--- src/rtl/h264_fifo_pkg.sv ---
// Shared types and helpers for the H.264 intra pipeline FIFOs.
package h264_fifo_pkg;

    // Occupancy state of a synchronous FIFO controller.
    typedef enum logic [1:0] {
        EMPTY   = 2'd0,
        PARTIAL = 2'd1,
        FULL    = 2'd2
    } fifo_state_e;

    // Smallest r with 2**r >= depth; used to validate DEPTH against PTR_WIDTH.
    function automatic int clog2_depth(input int depth);
        int r;
        r = 0;
        while ((1 << r) < depth) begin
            r++;
        end
        return r;
    endfunction

endpackage : h264_fifo_pkg

--- src/rtl/fifo_mem.sv ---
// Storage array for the H.264 FIFOs: one write port, one asynchronous
// (first-word-fall-through) read port addressed by the extended read pointer.
module fifo_mem #(
    parameter int DATA_WIDTH = 8,
    parameter int PTR_WIDTH  = 3
) (
    input  logic                  wr_clk,
    input  logic                  rd_clk,
    input  logic                  wr_en,
    input  logic                  full_i,
    input  logic [PTR_WIDTH:0]    b_wptr_i,
    input  logic [PTR_WIDTH:0]    b_rptr_i,
    input  logic [DATA_WIDTH-1:0] wr_data_i,
    output logic [DATA_WIDTH-1:0] rd_data_o
);

    localparam int DEPTH = 1 << PTR_WIDTH;

    logic [DATA_WIDTH-1:0] mem_q [DEPTH];

    // Write the addressed entry; a write while full is ignored as a safety net.
    // NOTE: the array has no reset on purpose -- contents are only meaningful
    // behind the pointers, and a reset would turn the RAM into a flop bank.
    always_ff @(posedge wr_clk) begin
        if (wr_en && !full_i) begin
            mem_q[b_wptr_i[PTR_WIDTH-1:0]] <= wr_data_i;
        end
    end

    // Head entry is presented without a read clock edge.
    assign rd_data_o = mem_q[b_rptr_i[PTR_WIDTH-1:0]];

    // The read side is combinational and the pointer wrap bits only matter to the
    // controller, so these inputs are intentionally consumed here.
    logic unused_mem_inputs;
    assign unused_mem_inputs = ^{rd_clk, b_wptr_i[PTR_WIDTH], b_rptr_i[PTR_WIDTH]};

endmodule : fifo_mem

--- src/rtl/fifo_sync_ctrl.sv ---
// Single-clock FIFO controller: extended binary pointers, EMPTY/PARTIAL/FULL
// occupancy FSM, registered fill count and almost flags around fifo_mem.
// Optional sticky overflow/underflow status: define FIFO_SYNC_CTRL_STATUS_EN.
module fifo_sync_ctrl
    import h264_fifo_pkg::*;
#(
    parameter int DEPTH      = 8,
    parameter int DATA_WIDTH = 8,
    parameter int PTR_WIDTH  = 3,
    parameter int AF_THRESH  = 6,
    parameter int AE_THRESH  = 2
) (
    input  logic                  clk,
    input  logic                  rst,
    input  logic                  flush_i,
    input  logic                  wr_valid_i,
    output logic                  wr_ready_o,
    input  logic [DATA_WIDTH-1:0] wr_data_i,
    output logic                  rd_valid_o,
    input  logic                  rd_ready_i,
    output logic [DATA_WIDTH-1:0] rd_data_o,
    output logic [PTR_WIDTH:0]    count_o,
    output logic                  almost_full_o,
    output logic                  almost_empty_o,
    output logic                  overflow_o,
    output logic                  underflow_o
);

    localparam int CW = PTR_WIDTH + 1;
    localparam logic [PTR_WIDTH:0] CNT_ONE     = CW'(1);
    localparam logic [PTR_WIDTH:0] CNT_LAST    = CW'(DEPTH - 1);
    localparam logic [PTR_WIDTH:0] AF_LEVEL    = CW'(AF_THRESH);
    localparam logic [PTR_WIDTH:0] AE_LEVEL    = CW'(AE_THRESH);

    // Elaboration-time parameter sanity.
    if ((1 << PTR_WIDTH) != DEPTH || clog2_depth(DEPTH) != PTR_WIDTH) begin : g_bad_depth
        $error("fifo_sync_ctrl: DEPTH must equal 2**PTR_WIDTH");
    end
    if (AF_THRESH < 1 || AF_THRESH > DEPTH) begin : g_bad_af
        $error("fifo_sync_ctrl: AF_THRESH out of range 1..DEPTH");
    end
    if (AE_THRESH < 0 || AE_THRESH > DEPTH - 1) begin : g_bad_ae
        $error("fifo_sync_ctrl: AE_THRESH out of range 0..DEPTH-1");
    end

    fifo_state_e        state_q, state_d;
    logic [PTR_WIDTH:0] wptr_q, wptr_d;
    logic [PTR_WIDTH:0] rptr_q, rptr_d;
    logic [PTR_WIDTH:0] count_q, count_d;
    logic               push, pop;

    // Handshake flags decode only from the registered FSM state.
    assign wr_ready_o = (state_q != FULL);
    assign rd_valid_o = (state_q != EMPTY);
    assign push       = wr_valid_i & wr_ready_o;
    assign pop        = rd_valid_o & rd_ready_i;

    // Next pointers, count and occupancy state; flush overrides any traffic.
    // NOTE: every variable gets its hold value first so no path can infer a latch.
    always_comb begin
        state_d = state_q;
        wptr_d  = wptr_q;
        rptr_d  = rptr_q;
        count_d = count_q;
        if (flush_i) begin
            state_d = EMPTY;
            wptr_d  = '0;
            rptr_d  = '0;
            count_d = '0;
        end else begin
            if (push) wptr_d = wptr_q + 1'b1;
            if (pop)  rptr_d = rptr_q + 1'b1;
            if (push && !pop)      count_d = count_q + 1'b1;
            else if (pop && !push) count_d = count_q - 1'b1;
            unique case (state_q)
                EMPTY:   if (push) state_d = PARTIAL;
                PARTIAL: begin
                    if (push && !pop && count_q == CNT_LAST)    state_d = FULL;
                    else if (pop && !push && count_q == CNT_ONE) state_d = EMPTY;
                end
                FULL:    if (pop) state_d = PARTIAL;
                default: state_d = EMPTY;
            endcase
        end
    end

    // Controller state register with synchronous reset.
    // NOTE: sequential state uses <= so all flops update from pre-edge values.
    always_ff @(posedge clk) begin
        if (rst) begin
            state_q <= EMPTY;
            wptr_q  <= '0;
            rptr_q  <= '0;
            count_q <= '0;
        end else begin
            state_q <= state_d;
            wptr_q  <= wptr_d;
            rptr_q  <= rptr_d;
            count_q <= count_d;
        end
    end

    assign count_o        = count_q;
    assign almost_full_o  = (count_q >= AF_LEVEL);
    assign almost_empty_o = (count_q <= AE_LEVEL);

`ifdef FIFO_SYNC_CTRL_STATUS_EN
    logic overflow_q, overflow_d;
    logic underflow_q, underflow_d;

    // Sticky error flags, cleared only by flush (or reset).
    always_comb begin
        overflow_d  = overflow_q;
        underflow_d = underflow_q;
        if (flush_i) begin
            overflow_d  = 1'b0;
            underflow_d = 1'b0;
        end else begin
            if (wr_valid_i && !wr_ready_o) overflow_d  = 1'b1;
            if (rd_ready_i && !rd_valid_o) underflow_d = 1'b1;
        end
    end

    // Status register.
    always_ff @(posedge clk) begin
        if (rst) begin
            overflow_q  <= 1'b0;
            underflow_q <= 1'b0;
        end else begin
            overflow_q  <= overflow_d;
            underflow_q <= underflow_d;
        end
    end

    assign overflow_o  = overflow_q;
    assign underflow_o = underflow_q;
`else
    assign overflow_o  = 1'b0;
    assign underflow_o = 1'b0;
`endif

    fifo_mem #(
        .DATA_WIDTH (DATA_WIDTH),
        .PTR_WIDTH  (PTR_WIDTH)
    ) u_mem (
        .wr_clk    (clk),
        .rd_clk    (clk),
        .wr_en     (push),
        .full_i    (!wr_ready_o),
        .b_wptr_i  (wptr_q),
        .b_rptr_i  (rptr_q),
        .wr_data_i (wr_data_i),
        .rd_data_o (rd_data_o)
    );

    // FSM must agree with the pointers, and the count with their distance.
    a_full_matches_ptrs: assert property (@(posedge clk) disable iff (rst)
        (state_q == FULL) == ((wptr_q[PTR_WIDTH] != rptr_q[PTR_WIDTH]) &&
                              (wptr_q[PTR_WIDTH-1:0] == rptr_q[PTR_WIDTH-1:0])));
    a_empty_matches_ptrs: assert property (@(posedge clk) disable iff (rst)
        (state_q == EMPTY) == (wptr_q == rptr_q));
    a_count_matches_ptrs: assert property (@(posedge clk) disable iff (rst)
        count_q == CW'(wptr_q - rptr_q));

endmodule : fifo_sync_ctrl

--- config.mk ---
export PLATFORM = sky130hd
export DESIGN_NAME = fifo_sync_ctrl
export DESIGN_NICKNAME = d
export VERILOG_FILES = /design/src/rtl/h264_fifo_pkg.sv /design/src/rtl/fifo_mem.sv /design/src/rtl/fifo_sync_ctrl.sv
export SDC_FILE = /design/constraint.sdc
export NUM_CORES = 1
export LEC_CHECK = 0
export CORE_MARGIN = 1.5
export CORE_UTILIZATION = 53
export DETAILED_ROUTE_END_ITERATION = 8
export GPL_TIMING_DRIVEN = 0
export MAX_ROUTING_LAYER = met4
export PLACE_DENSITY = 0.75
export SYNTH_ARGS = -nofsm -noshare
export SYNTH_HDL_FRONTEND = slang
export SYNTH_SLANG_ARGS = --single-unit
--- constraint.sdc ---
create_clock -name clk -period 6.1 [get_ports clk]
set_clock_uncertainty 0.05 [all_clocks]
set_input_delay 0.915 -clock clk [delete_from_list [all_inputs] [get_ports clk]]
set_output_delay 0.915 -clock clk [all_outputs]
set_load 0.005 [all_outputs]
; Yosys cells after proc, flatten, opt, wreduce, memory -nomap -nowiden
; Memories as Yosys holds them, arrays and structs flattened. A register that Yosys moved wholly into a read port is not among the register bits.
; Index checks and enable logic that the tools add are counted.
[word_totals]
regBits = 14
ramBits = 64
wordCells = 44
out_inout_bits = 18
mem_count = 1
in_bits = 13
[classes]
n_addsub = 4
n_lt_le_gt_ge = 2
n_reduce_logical = 12
muxes = 11
bitwise = 2
n_eq_ne = 8
[memory_table]
columns = memory, words, width, rd, rd_clocked_by_memory_dff, wr, line_no
row1 = u_mem.mem_q, 8, 8, 1, 1, 1, fifo_mem.sv:19  ; logic [DATA_WIDTH-1:0] mem_q [DEPTH];
[op_table]
columns = operator, count
row1 = $add A4 B1 Y4 const B, 3
row2 = $mux W2, 4
row3 = $mux W4, 2
row4 = $mux W3, 2
row5 = $ne A2 B2 Y1 const B, 3
row6 = $pmux W2 S3, 1
row7 = $logic_and A1 B1 Y1, 5
row8 = $eq A4 B1 Y1 const B, 1
row9 = $eq A4 B3 Y1 const B, 1
row10 = $ge A4 B3 Y1 const B, 1
row11 = $le A4 B2 Y1 const B, 1
row12 = $reduce_bool A2 Y1, 2
row13 = $sub A4 B1 Y4 const B, 1
row14 = $ne A3 B3 Y1 const B, 1
row15 = $reduce_and A3 Y1, 1
row16 = $and A1 B1 Y1, 2
row17 = $eq A2 B1 Y1 const B, 1
row18 = $eq A2 B2 Y1 const B, 1
row19 = $logic_not A1 Y1, 2
row20 = $logic_not A2 Y1, 1
row21 = $mux W1, 2
row22 = $reduce_or A2 Y1, 1

; Depth between registers and ports, before layout
[depth]
depth_word = 8
ltp_mapped = 8
depth_no_buf = 8

; Hierarchy
; A second synthesis with hierarchy kept.
[unflattened]
hier_cells = 198
area_unflattened_um2 = 3342.0
[by_module_without_submodules]
columns = mod, area_each_um2, cells_each, seq_area_each_um2, instances
row1 = fifo_mem, 2537.4, 106, 1921.8, 1
row2 = fifo_sync_ctrl, 804.5, 92, 280.3, 1

; Worst setup path before layout
; Ideal clock, no wire load.
[synth_path]
path_type = input to register
start = input port wr_valid_i
end = memory u_mem.mem_q[0][0], enable pin
setup_ps = 383
arrival_ps = 1986
required_time_ps = 5667
setup_slack_ps = 3681
path_buffers = 0
stages = 3
path_cell_list = inv_1 -> or3_1 -> nor3_1
[synth_between]
elab_chain_cells = 4
[synth_rtl]
columns = item, line_no
row1 = from (decl), fifo_sync_ctrl.sv:16  ; input logic wr_valid_i,
row2 = $and A1 B1 Y1, fifo_sync_ctrl.sv:55  ; assign push = wr_valid_i & wr_ready_o;
row3 = $logic_and A1 B1 Y1, fifo_mem.sv:25  ; if (wr_en && !full_i) begin
row4 = $mux W1, fifo_mem.sv:25
row5 = $mux W1 (implied by the code), fifo_mem.sv:26  ; mem_q[b_wptr_i[PTR_WIDTH-1:0]] <= wr_data_i;
row6 = to (decl), fifo_mem.sv:19
; Every way passes these cells.

==> flow_summary.ini <==
[pwr]
combPwrFrac = 0.058
p_per_area_nw_per_um2 = 263
switching_share = 0.202
intPower_uw = 811
p_clk_frac = 0.356
p_seq_frac = 0.585
ir_drop_mv = 0.106
p_switching_uw = 206
p_leak_nw = 1.33

[placement]
dp_slack_ns = 2.56
hpwl_microns = 3660
io_buffers = 28
gp_congestion = 0.775

[timing]
setup-tns-final_ns = 0
relSlewSlack = 0.127
setup-violations-final = 0
grt_setup_unrepaired = no
fmax_mhz = 299
setup_ws_ns = 2.75
hold_viol_final = 0
fin_crit_sh = 0.548
worst_slew_pin_slew_ns = 1.30
finalCriticalPeriod_ns = 3.35
slew_viol_final = 0

[clock_network]
cts_resized = 0
cts_max_level = 3
insertion_delay_ns = 0.33
cts_tree = yes
cts_buffers = 9
cts_buffer_depth = 2
post_cts_buffers = 0
clkSinkCount = 79
cts_root_buf = clkbuf_8
cts_hold_buf = 0
cts.clk_slew.worst_paths_ns = 0.07

[floorplanning]
io_pins = 31
num_rows = 28
die-area_sq_um = 6710
start_util = 0.554
die_x_microns = 81.9
dieHeight_microns = 81.9
coreArea_sq_um = 5960

[setup_path]
timing.rr.start = state_q[1]
crit_arrival_ns = 2.38
cp-end-kind = output pin
critPathTopFamily = buffers and inverters
worstSetupPathType = reg2out
crit_required_ns = 5.13
crit_slowest_cell = clkdlybuf4s50_1
crit_buf_inv = 3
max_stage_delay_ns = 0.45
reg2reg_to = count_o[3]
rr_worst_depth = 8
reg2reg_slack_ns = 3.63
cp-start-kind = flip-flop
crit_fanout = 10
crit_path_cell_trace = clkbuf_1, buf_2, mux4_1, mux2_2, clkdlybuf4s50_1

[routing]
routed_via_density = 5.52
first_iter_violations = 128
routed_wirelength_microns = 5530
wl_per_cell_microns = 17.8
vias = 1710
drcViolationCount = 0
antenna_left = 0
firstDrtPassIters = 4

[global_routing]
grt_max_degree = 14
grt_pass1_vias = 1699
antenna_found_initial = 0
track_usage = 0.191
grt_overflow = 0
grt_pass1_wl_microns = 8550

[min_path]
min_to = wptr_q[0]
hold_class = reg2reg
holdCritStartpoint = wptr_q[0]
holdPathStages = 2

[synthesis]
synthSimpleGateAreaFrac = 0.0573
yosysWarningCount = 0
synth_compound_area_frac = 0.0277
synth_top_area_share = 0.582
ys_types = 36
synth_area_leaders = edfxtp_1 (58%), mux4_1 (13%), dfxtp_1 (9.1%), mux2_2 (3.1%), ha_1 (3.0%)
yosys.area_share.xor_xnor = 0.0106
synth_flop_cell = edfxtp_1
seq_area_frac_synth = 0.673
synthArstFlopShare = 0
synth_area_leader_cell = edfxtp_1
ys_ff_latch = 79
syn-instance-count = 190
synth_top_family_by_area = multiplexers
synth-adder-area-share = 0.0303
synthTopCellsByCount = edfxtp_1 (64), mux4_1 (16), nor2_1 (16)
synth_edf_count = 64
muxShareOfSynthArea = 0.170
synth.avg_cell_area_sq_um = 17.4
synthMostInstantiatedCell = edfxtp_1
syn-cell-area_sq_um = 3300

[flow_run]
maxCapViolCount = 0

[status]
status = finished clean

[finish]
drive_gt1_frac = 0.132
n_antenna_cell = 0
final_nets = 251
synthToLayoutAreaGrowth_pct = 17.2
## final cells by class
class	instances	area [sq um]
Clock buffer	10	128
Sequential cell	79	2220
Inverter	8	30.0
Multi-Input combinational cell	95	985
Fill cell	439	2090
Tap cell	75	93.8
Buffer	9	66.3
Clock inverter	6	61.3
Timing Repair Buffer	28	280
## through the flow
stage                     std cells  hold WS [ns]   util  instance area (sq um)  power (mW)
after global routing            310         0.501  0.649                   3870        1.05
final                           310         0.469  0.649                   3870        1.02
after detailed placement        294         0.453  0.617                   3680       0.667
after floorplan                 191         0.430      -                   3300       0.634
after global placement          294         0.449  0.617                   3680       0.664
after CTS                       310         0.466  0.649                   3870        1.03
## logic make-up (layout without fill, tap and decap cells)
kind of cell | after synthesis | after routing
AND/OR/NAND/NOR | 37 | 37
XOR/XNOR | 4 | 4
multiplexers | 29 | 29
adder cells (fa/ha/maj) | 8 | 8
other | 1 | 2
AO/OA/AOI/OAI | 15 | 15
flip-flops | 79 | 79
buffers and inverters | 17 | 61
## power by group through the flow
| stage | Sequential (mW) | Clock (mW) | Combinational, mW |
|---|---|---|---|
| final | 0.595 | 0.362 | 0.0593 |
| after global routing | 0.595 | 0.393 | 0.0650 |
| after global placement | 0.606 | 0 | 0.0579 |
| after floorplan | 0.605 | 0 | 0.0289 |
| after detailed placement | 0.607 | 0 | 0.0597 |
| after CTS | 0.595 | 0.371 | 0.0602 |
## layout by cell type, fill, tap and decap left out, types with 2 or more instances in the layout
cell type / Yosys / layout
a21oi_1: 5 / 5
buf_4: 2 / 2
clkbuf_1: 3 / 4
clkbuf_8: 0 / 9
clkdlybuf4s50_1: 0 / 28
clkinv_2: 0 / 3
conb_1: 1 / 2
dfxtp_1: 15 / 15
edfxtp_1: 64 / 64
ha_1: 8 / 8
inv_1: 8 / 8
mux2_2: 9 / 9
mux2i_1: 4 / 4
mux4_1: 16 / 16
nand2_1: 3 / 3
nand2b_1: 3 / 3
nand3_1: 2 / 2
nor2_1: 16 / 16
nor2b_1: 2 / 2
nor3_1: 2 / 2
o21ai_0: 4 / 4
or2_2: 2 / 2
or3_1: 2 / 2
or4_1: 2 / 2
xor2_1: 3 / 3
## layer usage
metal,vias up,share of wire,track usage
li1,822,-,-
met1,845,0.44,0.234
met2,35,0.51,0.307
met3,8,0.031,0.0433
met4,0,0.014,0.0814
met5,-,0,-
## tightest hold or removal path, stage by stage (launching register included)
cell	delay (ns)
dfxtp_1	0.34
o21ai_0	0.08
a21oi_1	0.06
## how the worst max path moves through the flow
stage / endpoint / slack, ns / startpoint / depth (start not counted)
final: rd_data_o[7] / 2.75 / flip-flop / 5
after floorplan: u_mem.mem_q[0][0] / 3.68 / wr_valid_i / 3
after CTS: rd_data_o[7] / 2.72 / flip-flop / 5
after global placement: u_mem.mem_q[0][3] / 2.62 / wr_valid_i / 4
after detailed placement: u_mem.mem_q[0][3] / 2.56 / wr_valid_i / 4
after global routing: rd_data_o[7] / 2.67 / flip-flop / 5
## registers in the layout, summed over array words and instances, names as in the netlist, named ones only
signal,count
u_mem.mem_q,64
wptr_q,3
rptr_q,3
state_q,2
count_o,4
(Power assumes the default switching activity.)
